## src/rtl/display_pkg.sv

```systemverilog
// display_pkg: shared types for the display-file fetch unit.
// Pixel modes, fetch states and small unpacking helpers.
package display_pkg;

   typedef enum logic [1:0] {
      PM_8BPP  = 2'd0,
      PM_4BPP  = 2'd1,
      PM_16BPP = 2'd2
   } pix_mode_e;

   typedef enum logic {
      ST_IDLE = 1'b0,
      ST_REQ  = 1'b1
   } fetch_state_e;

   function automatic logic [2:0] pixels_per_word(input pix_mode_e m);
      logic [2:0] n;
      unique case (m)
         PM_4BPP:  n = 3'd4;
         PM_16BPP: n = 3'd1;
         default:  n = 3'd2;
      endcase
      return n;
   endfunction

   // Encoding 3 is reserved and behaves as 8 bpp
   function automatic pix_mode_e decode_mode(input logic [1:0] m);
      pix_mode_e pm;
      unique case (m)
         2'd1:    pm = PM_4BPP;
         2'd2:    pm = PM_16BPP;
         default: pm = PM_8BPP;
      endcase
      return pm;
   endfunction

   // An odd byte start skips the leading byte (8 bpp) or two nibbles (4 bpp)
   function automatic logic [1:0] first_sub(input pix_mode_e m,
                                            input logic odd);
      logic [1:0] s;
      unique case (m)
         PM_4BPP:  s = {odd, 1'b0};
         PM_16BPP: s = 2'd0;
         default:  s = {1'b0, odd};
      endcase
      return s;
   endfunction

endpackage

```

## src/rtl/display_file_fetcher_if.sv

```systemverilog
// display_file_fetcher_if: burst port towards the arbiter plus
// the pixelstream port towards the plane's pixel decoder.
interface display_file_fetcher_if #(
   parameter int ADDR_W = 22
);
   logic [ADDR_W-1:0] address;
   logic              as;
   logic              bus_ack;
   logic              burstdata_valid;
   logic [15:0]       din;
   logic              reload_vsr;
   logic [ADDR_W-1:0] vsr_in;
   logic [1:0]        mode;
   logic              read_pixels;
   logic              pix_valid;
   logic              pix_strobe;
   logic [15:0]       pix_data;
   logic              overflow_err;

   modport master (
      output address, as, pix_valid, pix_data, overflow_err,
      input  bus_ack, burstdata_valid, din, reload_vsr,
      input  vsr_in, mode, read_pixels, pix_strobe
   );

   modport slave (
      input  address, as, pix_valid, pix_data, overflow_err,
      output bus_ack, burstdata_valid, din, reload_vsr,
      output vsr_in, mode, read_pixels, pix_strobe
   );
endinterface

```

## src/rtl/display_word_fifo.sv

```systemverilog
// display_word_fifo: DEPTH x 16 word FIFO with a registered head read.
// o_hazard marks a head word written in the same cycle it was read.
module display_word_fifo #(
   parameter int DEPTH = 8
) (
   input  logic                       clk,
   input  logic                       reset_n,
   input  logic                       i_flush,
   input  logic                       i_we,
   input  logic [15:0]                i_wd,
   input  logic                       i_re,
   output logic [15:0]                o_q,
   output logic [$clog2(DEPTH):0]     o_cnt,
   output logic                       o_hazard
);
   localparam int AW = $clog2(DEPTH);
   localparam int CW = AW + 1;

   logic [15:0]   r_mem [DEPTH];
   logic [AW-1:0] r_wp;
   logic [AW-1:0] r_rp;
   logic [CW-1:0] r_cnt;
   logic [15:0]   r_q;
   logic          r_hazard;
   logic [AW-1:0] w_rp_nxt;
   logic          w_we;

   assign w_we     = i_we && !i_flush;
   assign w_rp_nxt = r_rp + AW'(i_re);

   // Word storage, no reset needed
   always_ff @(posedge clk) begin
      if (w_we)
         r_mem[r_wp] <= i_wd;
   end

   // Registered head read; sees the old RAM contents on a same-cycle write
   always_ff @(posedge clk) begin
      r_q <= r_mem[w_rp_nxt];
   end

   // Pointers, occupancy and the stale-head flag
   always_ff @(posedge clk) begin
      if (!reset_n || i_flush) begin
         r_wp     <= '0;
         r_rp     <= '0;
         r_cnt    <= '0;
         r_hazard <= 1'b0;
      end else begin
         if (w_we)
            r_wp <= r_wp + AW'(1);
         r_rp     <= w_rp_nxt;
         r_cnt    <= r_cnt + CW'(w_we) - CW'(i_re);
         r_hazard <= w_we && (r_wp == w_rp_nxt);
      end
   end

   assign o_q      = r_q;
   assign o_cnt    = r_cnt;
   assign o_hazard = r_hazard;

endmodule

```

## src/rtl/display_file_fetcher.sv

```systemverilog
// display_file_fetcher: burst fetch FSM, wrap discard and pixel
// unpacker for one video plane, fed through a small word FIFO.
module display_file_fetcher
   import display_pkg::*;
#(
   parameter int ADDR_W      = 22,
   parameter int BURST_WORDS = 4,
   parameter int FIFO_DEPTH  = 8,
   parameter int UNIT_INDEX  = 0
) (
   input  logic                   clk,
   input  logic                   reset_n,
   display_file_fetcher_if.master bus
);
   localparam int OFF_W  = $clog2(BURST_WORDS);
   localparam int CNT_W  = $clog2(FIFO_DEPTH) + 1;
   localparam int BEAT_W = OFF_W + 2;

   fetch_state_e      r_state;
   logic              r_as;
   logic [ADDR_W-1:0] r_vsr;
   pix_mode_e         r_mode;
   logic [1:0]        r_sub;
   logic [BEAT_W-1:0] r_beat;
   logic              r_discard;
   logic              r_ovf;

   logic [CNT_W-1:0]  w_cnt;
   logic [15:0]       w_q;
   logic              w_hazard;
   logic              w_pix_valid;
   logic              w_wrap;
   logic              w_take;
   logic              w_full;
   logic              w_push;
   logic              w_drop;
   logic [2:0]        w_ppw;
   logic              w_fire;
   logic              w_last;
   logic              w_pop;
   logic              w_start;
   logic [15:0]       w_sh;
   logic [15:0]       w_pix;
   pix_mode_e         w_new_mode;

   display_word_fifo #(
      .DEPTH (FIFO_DEPTH)
   ) u_fifo (
      .clk      (clk),
      .reset_n  (reset_n),
      .i_flush  (bus.reload_vsr),
      .i_we     (w_push),
      .i_wd     (bus.din),
      .i_re     (w_pop),
      .o_q      (w_q),
      .o_cnt    (w_cnt),
      .o_hazard (w_hazard)
   );

   assign w_pix_valid = (w_cnt != '0) && !w_hazard;
   assign w_full      = (w_cnt == CNT_W'(FIFO_DEPTH));
   assign w_wrap      = (r_beat != '0) && (r_vsr[OFF_W:1] == '0);
   assign w_take      = bus.burstdata_valid && !bus.reload_vsr
                        && !r_discard && !w_wrap;
   assign w_push      = w_take && !w_full;
   assign w_drop      = w_take && w_full;
   assign w_ppw       = pixels_per_word(r_mode);
   assign w_fire      = bus.pix_strobe && w_pix_valid && !bus.reload_vsr;
   assign w_last      = ({1'b0, r_sub} == (w_ppw - 3'd1));
   assign w_pop       = w_fire && w_last;
   assign w_start     = (r_state == ST_IDLE) && bus.read_pixels
                        && ((CNT_W'(FIFO_DEPTH) - w_cnt)
                            >= CNT_W'(BURST_WORDS));
   assign w_new_mode  = decode_mode(bus.mode);
   assign w_sh        = w_q >> {~r_sub, 2'b00};

   // Select the current sub-pixel from the head word, zero-extended
   always_comb begin
      w_pix = 16'h0000;
      unique case (r_mode)
         PM_16BPP: w_pix = w_q;
         PM_4BPP:  w_pix = {12'h000, w_sh[3:0]};
         default:  w_pix = {8'h00, r_sub[0] ? w_q[7:0] : w_q[15:8]};
      endcase
   end

   // Fetch FSM, address advance, beat tracking and sub-pixel index
   always_ff @(posedge clk) begin
      if (!reset_n) begin
         r_state   <= ST_IDLE;
         r_as      <= 1'b0;
         r_vsr     <= '0;
         r_mode    <= PM_8BPP;
         r_sub     <= 2'd0;
         r_beat    <= '0;
         r_discard <= 1'b0;
         r_ovf     <= 1'b0;
      end else if (bus.reload_vsr) begin
         r_state   <= ST_IDLE;
         r_as      <= 1'b0;
         r_mode    <= w_new_mode;
         r_sub     <= first_sub(w_new_mode, bus.vsr_in[0]);
         r_beat    <= '0;
         r_discard <= 1'b1;
         if (w_new_mode == PM_16BPP)
            r_vsr <= {bus.vsr_in[ADDR_W-1:1], 1'b0};
         else
            r_vsr <= bus.vsr_in;
      end else begin
         unique case (r_state)
            ST_IDLE: begin
               if (w_start) begin
                  r_state   <= ST_REQ;
                  r_as      <= 1'b1;
                  r_discard <= 1'b0;
               end
            end
            default: begin
               if (bus.bus_ack) begin
                  r_state <= ST_IDLE;
                  r_as    <= 1'b0;
               end
            end
         endcase
         if (w_start)
            r_beat <= '0;
         else if (bus.burstdata_valid && (r_beat != '1))
            r_beat <= r_beat + BEAT_W'(1);
         if (w_push)
            r_vsr <= r_vsr + ADDR_W'(2);
         if (w_drop)
            r_ovf <= 1'b1;
         if (w_fire)
            r_sub <= w_last ? 2'd0 : r_sub + 2'd1;
      end
   end

   a_no_drop : assert property (
      @(posedge clk) disable iff (!reset_n) !w_drop
   ) else $warning("display_file_fetcher[%0d]: beat dropped, FIFO full",
                   UNIT_INDEX);

   assign bus.address      = r_vsr;
   assign bus.as           = r_as;
   assign bus.pix_valid    = w_pix_valid;
   assign bus.pix_data     = w_pix;
   assign bus.overflow_err = r_ovf;

endmodule
```

## src/flat_wrapper.sv

```systemverilog
// flat-port wrapper written by rule: the top's interface ports become plain ports
module display_file_fetcher_flat import display_pkg::*;
#(
   parameter int ADDR_W      = 22,
   parameter int BURST_WORDS = 4,
   parameter int FIFO_DEPTH  = 8,
   parameter int UNIT_INDEX  = 0
)
  (clk, reset_n, bus_address, bus_as, bus_pix_valid, bus_pix_data, bus_overflow_err, bus_bus_ack, bus_burstdata_valid, bus_din, bus_reload_vsr, bus_vsr_in, bus_mode, bus_read_pixels, bus_pix_strobe);
  display_file_fetcher_if #(.ADDR_W(ADDR_W)) bus_i ();
  input  logic clk;
  input  logic reset_n;
  output wire logic [$bits(bus_i.address)-1:0] bus_address;
  output wire logic [$bits(bus_i.as)-1:0] bus_as;
  output wire logic [$bits(bus_i.pix_valid)-1:0] bus_pix_valid;
  output wire logic [$bits(bus_i.pix_data)-1:0] bus_pix_data;
  output wire logic [$bits(bus_i.overflow_err)-1:0] bus_overflow_err;
  input wire logic [$bits(bus_i.bus_ack)-1:0] bus_bus_ack;
  input wire logic [$bits(bus_i.burstdata_valid)-1:0] bus_burstdata_valid;
  input wire logic [$bits(bus_i.din)-1:0] bus_din;
  input wire logic [$bits(bus_i.reload_vsr)-1:0] bus_reload_vsr;
  input wire logic [$bits(bus_i.vsr_in)-1:0] bus_vsr_in;
  input wire logic [$bits(bus_i.mode)-1:0] bus_mode;
  input wire logic [$bits(bus_i.read_pixels)-1:0] bus_read_pixels;
  input wire logic [$bits(bus_i.pix_strobe)-1:0] bus_pix_strobe;
  assign bus_address = bus_i.address;
  assign bus_as = bus_i.as;
  assign bus_pix_valid = bus_i.pix_valid;
  assign bus_pix_data = bus_i.pix_data;
  assign bus_overflow_err = bus_i.overflow_err;
  assign bus_i.bus_ack = bus_bus_ack;
  assign bus_i.burstdata_valid = bus_burstdata_valid;
  assign bus_i.din = bus_din;
  assign bus_i.reload_vsr = bus_reload_vsr;
  assign bus_i.vsr_in = bus_vsr_in;
  assign bus_i.mode = bus_mode;
  assign bus_i.read_pixels = bus_read_pixels;
  assign bus_i.pix_strobe = bus_pix_strobe;
  display_file_fetcher #(.ADDR_W(ADDR_W), .BURST_WORDS(BURST_WORDS), .FIFO_DEPTH(FIFO_DEPTH), .UNIT_INDEX(UNIT_INDEX)) u_core (.clk(clk), .reset_n(reset_n), .bus(bus_i));
endmodule
```

## config.mk

```make
export PLATFORM = sky130hd
export DESIGN_NAME = display_file_fetcher_flat
export DESIGN_NICKNAME = d
export VERILOG_FILES = /design/src/rtl/display_pkg.sv /design/src/rtl/display_file_fetcher_if.sv /design/src/rtl/display_word_fifo.sv /design/src/rtl/display_file_fetcher.sv /design/src/flat_wrapper.sv
export SDC_FILE = /design/constraint.sdc
export NUM_CORES = 1
export LEC_CHECK = 0
export BUFFER_PORTS_ARGS = -buffer_cell sky130_fd_sc_hd__buf_2
export CORE_MARGIN = 10
export CORE_UTILIZATION = 58
export DETAILED_ROUTE_END_ITERATION = 6
export HOLD_SLACK_MARGIN = 0.15
export PLACE_DENSITY = 0.79
export SETUP_SLACK_MARGIN = 0.1
export SLEW_MARGIN = 20
export SYNTH_ARGS = -nofsm -noshare
export SYNTH_HDL_FRONTEND = slang
export SYNTH_SLANG_ARGS = --single-unit
```

## constraint.sdc

```tcl
create_clock -name clk -period 4.1 [get_ports clk]
set_input_delay 0.615 -clock clk [delete_from_list [all_inputs] [get_ports clk]]
set_output_delay 0.615 -clock clk [all_outputs]
set_load 0.01 [all_outputs]
```

### Yosys cells after proc, flatten, opt, wreduce, memory -nomap -nowiden

Memories as Yosys holds them, arrays and structs flattened. A register that Yosys moved wholly into a read port is not among the register bits.
Cells that the tools add are included.

* bits in registers: 45
* RAM bits: 128
* output and inout port bits: 41
* logic and storage cells: 96
* memories: 1

* add/sub/neg operators: 9
* magnitude comparators: 1
* equal/unequal tests: 12
* shift-type cells: 1
* multiplexer cells: 22
* bitwise logic cells: 4
* reductions and logical operators: 34

Memory list
* u_core.u_fifo.r_mem: words 8, width 16, rd ports 1, clocked after Yosys merged registers in 1, write ports 1, RTL line display_word_fifo.sv:19 `logic [15:0] r_mem [DEPTH];`

Operator list (number)
* 22-bit 2-to-1 mux: 2
* 16-bit one-hot mux with 2 select lines: 1
* 22-bit by 2-bit adder with 22-bit output, second input constant: 1
* 16-bit by 4-bit >> shifter with 4-bit output: 1
* 1-bit logical AND: 15
* 1-bit 2-to-1 mux: 12
* 8-bit 2-to-1 mux: 1
* 2-bit one-hot mux with 2 select lines: 2
* 2-bit nonzero test: 4
* 4-bit nonzero test: 2
* 2-bit by 1-bit equality test with 1-bit output, second input constant: 3
* 2-bit equality test, second input constant: 3
* 1-bit zero test: 6
* 2-bit 2-to-1 mux: 3
* 3-bit one-hot mux with 2 select lines: 1
* 2-bit AND reduction: 3
* 4-bit by 1-bit adder with 4-bit output: 1
* 4-bit by 1-bit adder with 4-bit output, second input constant: 1
* 4-bit equality test, second input constant: 1
* 4-bit by 3-bit >= comparator with 1-bit output, second input constant: 1
* 2-bit != test, second input constant: 2
* 4-bit != test, second input constant: 1
* 4-bit by 1-bit subtractor with 4-bit output: 1
* 4-bit subtractor, first input constant: 1
* other kinds (12): 14

### Logic depth before layout (Yosys ltp)

* depth after elaboration: 8
* mapped depth: 13
* mapped depth without buffers: 13

### Modules after synthesis

A second synthesis with hierarchy kept.

* cells, all modules: 539
* area, all modules: 8064.0 um^2

Modules (own cells, without submodules)
* display_word_fifo: times used 1, cells an instance 268, area each 5830.6 um^2
* display_file_fetcher: times used 1, cells an instance 271, area each 2233.4 um^2

### Worst setup path before layout

Ideal clock, no wire load.

* path kind: input port to flip-flop
* start: input bus_reload_vsr
* end: register u_core.u_fifo.r_q[10], in the netlist u_core.u_fifo.o_q[10] (read register of u_core.u_fifo.r_mem)
* arrival time: 3.190 ns
* slack: 0.789 ns
* stages: 8
* cells stage by stage: clkbuf_1 > buf_1 > nor3_1 > ha_1 > clkbuf_1 > buf_1 > mux4_2 > mux2_2

* cells in the longest elaborated chain, start to end: 4

RTL lines
* start: declaration: RTL line flat_wrapper.sv:21 `input wire logic [$bits(bus_i.reload_vsr)-1:0] bus_reload_vsr;`
* 1-bit zero test: RTL line display_file_fetcher.sv:68 `assign w_fire = bus.pix_strobe && w_pix_valid && !bus.reload_vsr;`
* 1-bit logical AND: RTL line display_file_fetcher.sv:68
* 1-bit logical AND: RTL line display_file_fetcher.sv:70 `assign w_pop = w_fire && w_last;`
* 3-bit by 1-bit adder with 3-bit output: RTL line display_word_fifo.sv:29 `assign w_rp_nxt = r_rp + AW'(i_re);`
* via u_core.u_fifo.w_rp_nxt[0]: RTL line display_word_fifo.sv:25 `logic [AW-1:0] w_rp_nxt;`
* end: declaration: RTL line display_word_fifo.sv:23 `logic [15:0] r_q;`

The timed path passes the listed nets, and every way through them passes these cells.
A chain may end at the register's enable or synchronous reset.

### Worst setup path after layout

* start: register u_core.r_mode[0]
* end: register u_core.u_fifo.r_q[11], in the netlist u_core.u_fifo.o_q[11] (read register of u_core.u_fifo.r_mem)

* cells in the longest elaborated chain, start to end: 6
* elaborated cells on any way between the ends: 7
* classes of those cells: 2 x add/sub; 3 x eq/ne; 1 x mux; 1 x reduce/logical

RTL lines
* start: declaration: RTL line display_file_fetcher.sv:22 `pix_mode_e r_mode;`
* start signal: assignment: RTL line display_file_fetcher.sv:101 `r_mode <= w_new_mode;`
* 2-bit equality test / 2-bit by 1-bit equality test with 1-bit output (equally long branches): RTL line display_pkg.sv:18 `unique case (m)`
* 3-bit one-hot mux with 2 select lines *: RTL line display_pkg.sv:18
* 3-bit by 1-bit subtractor with 3-bit output *: RTL line display_file_fetcher.sv:69 `assign w_last = ({1'b0, r_sub} == (w_ppw - 3'd1));`
* 2-bit by 3-bit equality test with 1-bit output *: RTL line display_file_fetcher.sv:69
* 1-bit logical AND *: RTL line display_file_fetcher.sv:70
* 3-bit by 1-bit adder with 3-bit output *: RTL line display_word_fifo.sv:29
* via u_core.u_fifo.w_rp_nxt[0]: RTL line display_word_fifo.sv:25

The timed path passes the listed nets; every way through them passes the cells marked *.

==> impl_metrics.json <==
{
  "crit_start": "u_core.r_mode[0]",
  "clkPwrFrac": 0.392,
  "cts_tree": "done",
  "cts_resized": 0,
  "drt-total-wl_um": 18300,
  "dp_slack_ns": 0.838,
  "clock_sinks": 189,
  "ys_types": 56,
  "grt_remaining_overflow": 0,
  "syn_avg_cell_area_um2": 14.4,
  "rsz0062_at_grt": "no",
  "drtIter0Drc": 395,
  "rows": 43,
  "finalSetupViolCount": 0,
  "grt_first_pass_wirelength_um": 29000,
  "synth_seq_area_share": 0.625,
  "r2r-start": "u_core.r_mode[0]",
  "final_cell_mix": "edfxtp_1 (128), buf_2 (87), dfxtp_1 (61)",
  "antenna_found_initial": 0,
  "drive_gt1_frac": 0.290,
  "synthArstFlopShare": 0,
  "area_growth_pct": 15.0,
  "grt_start_max_net_pins": 45,
  "grt_usage": 0.191,
  "worstMarginPinSlew_ns": 0.811,
  "htree_levels": 4,
  "fp.dieArea_um2": 19100,
  "n_antenna_cell": 0,
  "pin_count": 88,
  "nNetsFinal": 723,
  "numPortBuffers": 87,
  "cp-end-kind": "flip-flop",
  "numCtsBuffers": 17,
  "cts_max_path_buffers": 2,
  "combPwrFrac": 0.063,
  "drv_slew": 0,
  "grt_pass1_vias": 5289,
  "finalCriticalPeriod_ns": 3.31,
  "fin_tns_setup_ns": 0,
  "fin_ws_ns": 0.790,
  "critPathKind": "flip-flop to flip-flop",
  "seqPwrFrac": 0.546,
  "maxCapViolations": 0,
  "die_x_um": 138,
  "max_slew_margin": 0.458,
  "leakage_uw": 0.00329,
  "clk_pin_slew_ns": 0.07,
  "dr.pass1.iters": 5,
  "startpoint_type": "flip-flop",
  "start_util": 0.588,
  "cp_data_required_time_ns": 4.41,
  "powerDensity_nw_per_um2": 414,
  "hold_start": "bus_din[3]",
  "skew_ns": 0.00918,
  "report.final.hold_viol_count": 0,
  "synth.cell_area_um2": 8100,
  "place_congestion": 0.842,
  "cts_setup_buffers": 0,
  "period_share": 0.807,
  "max_clock_freq_ghz": 0.302,
  "cts_root_buf": "clkbuf_16",
  "synthFlopType": "edfxtp_1",
  "fp.dieH_um": 138,
  "hold_buffers": 0,
  "vias": 5222,
  "worst_ep_arrival_time_ns": 3.63,
  "yosys_register_bits": 189,
  "min_path_type": "input port to flip-flop",
  "max-vdd-ir-drop_mv": 0.302,
  "syn_inst": 564,
  "dpl.hpwl_um": 11800,
  "status": "finished, final reports clean",
  "wl_per_cell_um": 21.6,
  "vias_per_cell": 6.16,
  "cp_max_fo": 18,
  "switching_share": 0.227,
  "core_um2": 13800,
  "synth-edff-count": 128,
  "clk_latency_ns": 0.43,
  "syn-num-nets": 632,
  "drc": 0,
  "drtAntennaViolNets": 0,
  "p_int_uw": 2980,
  "yosysWarningCount": 0,
  "p_switching_uw": 879,
  "mostFrequentLayoutCell": "edfxtp_1"
}
-- cell usage after synthesis (3+ instances only) --
master | instances | area, um2
a211oi_1 | 3 | 22.5
a21oi_1 | 13 | 65.1
a22o_1 | 4 | 35.0
a22oi_1 | 4 | 30.0
a31oi_1 | 17 | 106
and2_1 | 10 | 62.6
and3_1 | 11 | 68.8
and4_1 | 3 | 26.3
buf_1 | 3 | 11.3
buf_2 | 3 | 15.0
clkbuf_1 | 21 | 78.8
dfxtp_1 | 61 | 1220
edfxtp_1 | 128 | 3840
ha_1 | 20 | 250
inv_1 | 23 | 86.3
mux2_2 | 18 | 203
mux2i_1 | 3 | 30.0
mux4_2 | 36 | 811
nand2_1 | 22 | 82.6
nand2b_1 | 7 | 43.8
nand3_1 | 17 | 85.1
nand4_1 | 6 | 37.5
nor2_1 | 22 | 82.6
nor3_1 | 7 | 35.0
o21ai_0 | 32 | 160
o31ai_1 | 6 | 45.0
or3_1 | 7 | 43.8
or4_1 | 10 | 75.1
xnor2_1 | 7 | 61.3
xor2_1 | 4 | 35.0
-- worst max-delay path, stage by stage, from the launching register on --
cell and delay (ns):
dfxtp_1 0.34, inv_1 0.07, ha_1 0.36, mux2_2 0.40
nand2_1 0.08, nor3_1 0.07, ha_2 0.74, buf_12 0.27
mux4_2 0.55, mux2_2 0.30
-- stage by stage --
| step | std cells | hold WS [ns] | area, um2 | power [uW] | utilization |
|---|---|---|---|---|---|
| 2_1_floorplan | 564 | 0.449 | 8100 | 2280 | - |
| 3_3_place_gp | 816 | 0.438 | 8780 | 2380 | 0.637 |
| 3_5_place_dp | 816 | 0.451 | 8780 | 2390 | 0.637 |
| 4_1_cts | 848 | 0.430 | 9320 | 3890 | 0.677 |
| 5_1_grt | 848 | 0.446 | 9320 | 3990 | 0.677 |
| 6_report | 848 | 0.442 | 9320 | 3860 | 0.677 |
-- logic make-up (layout without fill, tap and decap cells) --
group	Yosys count	count (layout)	share of synthesized area
xor gates and xnor gates	11	11	0.0119
buffers and inverters	52	156	0.0255
muxes	57	57	0.129
AOI/OAI and AO/OA	97	97	0.0809
DFF	189	189	0.625
and+or+nand+nor	137	137	0.0946
adders and majority gates	21	21	0.0333
-- power groups by stage --
stage / Combinational, uW / Clock [uW] / Sequential (uW)
after floorplan: 137 / 0 / 2140
after global placement: 232 / 0 / 2150
after detailed placement: 241 / 0 / 2150
after CTS: 243 / 1540 / 2110
after global routing: 267 / 1610 / 2110
final: 243 / 1510 / 2110
-- layout make-up --
| class | instances | area [um2] |
|---|---|---|
| clock buffer | 21 | 460 |
| clock inverter | 11 | 83.8 |
| fill | 969 | 4450 |
| inverter | 24 | 90.1 |
| multi-input combinational | 323 | 2850 |
| sequential | 189 | 5060 |
| tap | 180 | 225 |
| timing repair buffer | 100 | 546 |
-- layer usage --
metal	part of all wire	GRT usage	up-vias
met5	0	0	-
met4	0.024	0.0744	0
met3	0.066	0.0493	31
met2	0.49	0.316	195
met1	0.42	0.236	2605
li1	-	-	2391
-- registers in the layout (all words and copies together) (netlist names) --
name                     cells
u_core.bus.address          22
u_core.bus.as                1
u_core.bus.overflow_err      1
u_core.r_beat                4
u_core.r_discard             1
u_core.r_mode                2
u_core.r_state               1
u_core.r_sub                 2
u_core.u_fifo.o_cnt          4
u_core.u_fifo.o_hazard       1
u_core.u_fifo.o_q           16
u_core.u_fifo.r_mem        128
u_core.u_fifo.r_rp           3
u_core.u_fifo.r_wp           3
-- final timing paths --
| path | slack, ns | end | depth (start not counted) |
|---|---|---|---|
| worst min-delay path | 0.44 | u_core.u_fifo.r_mem[4][3] | 1 |
| worst max-delay path | 0.79 | u_core.u_fifo.o_q[11] | 9 |
| worst max register to register | 0.79 | u_core.u_fifo.o_q[11] | 9 |
| worst min register to register | 0.45 | u_core.bus.address[0] | 2 |
No activity file was read; power rests on OpenSTA's default activity.
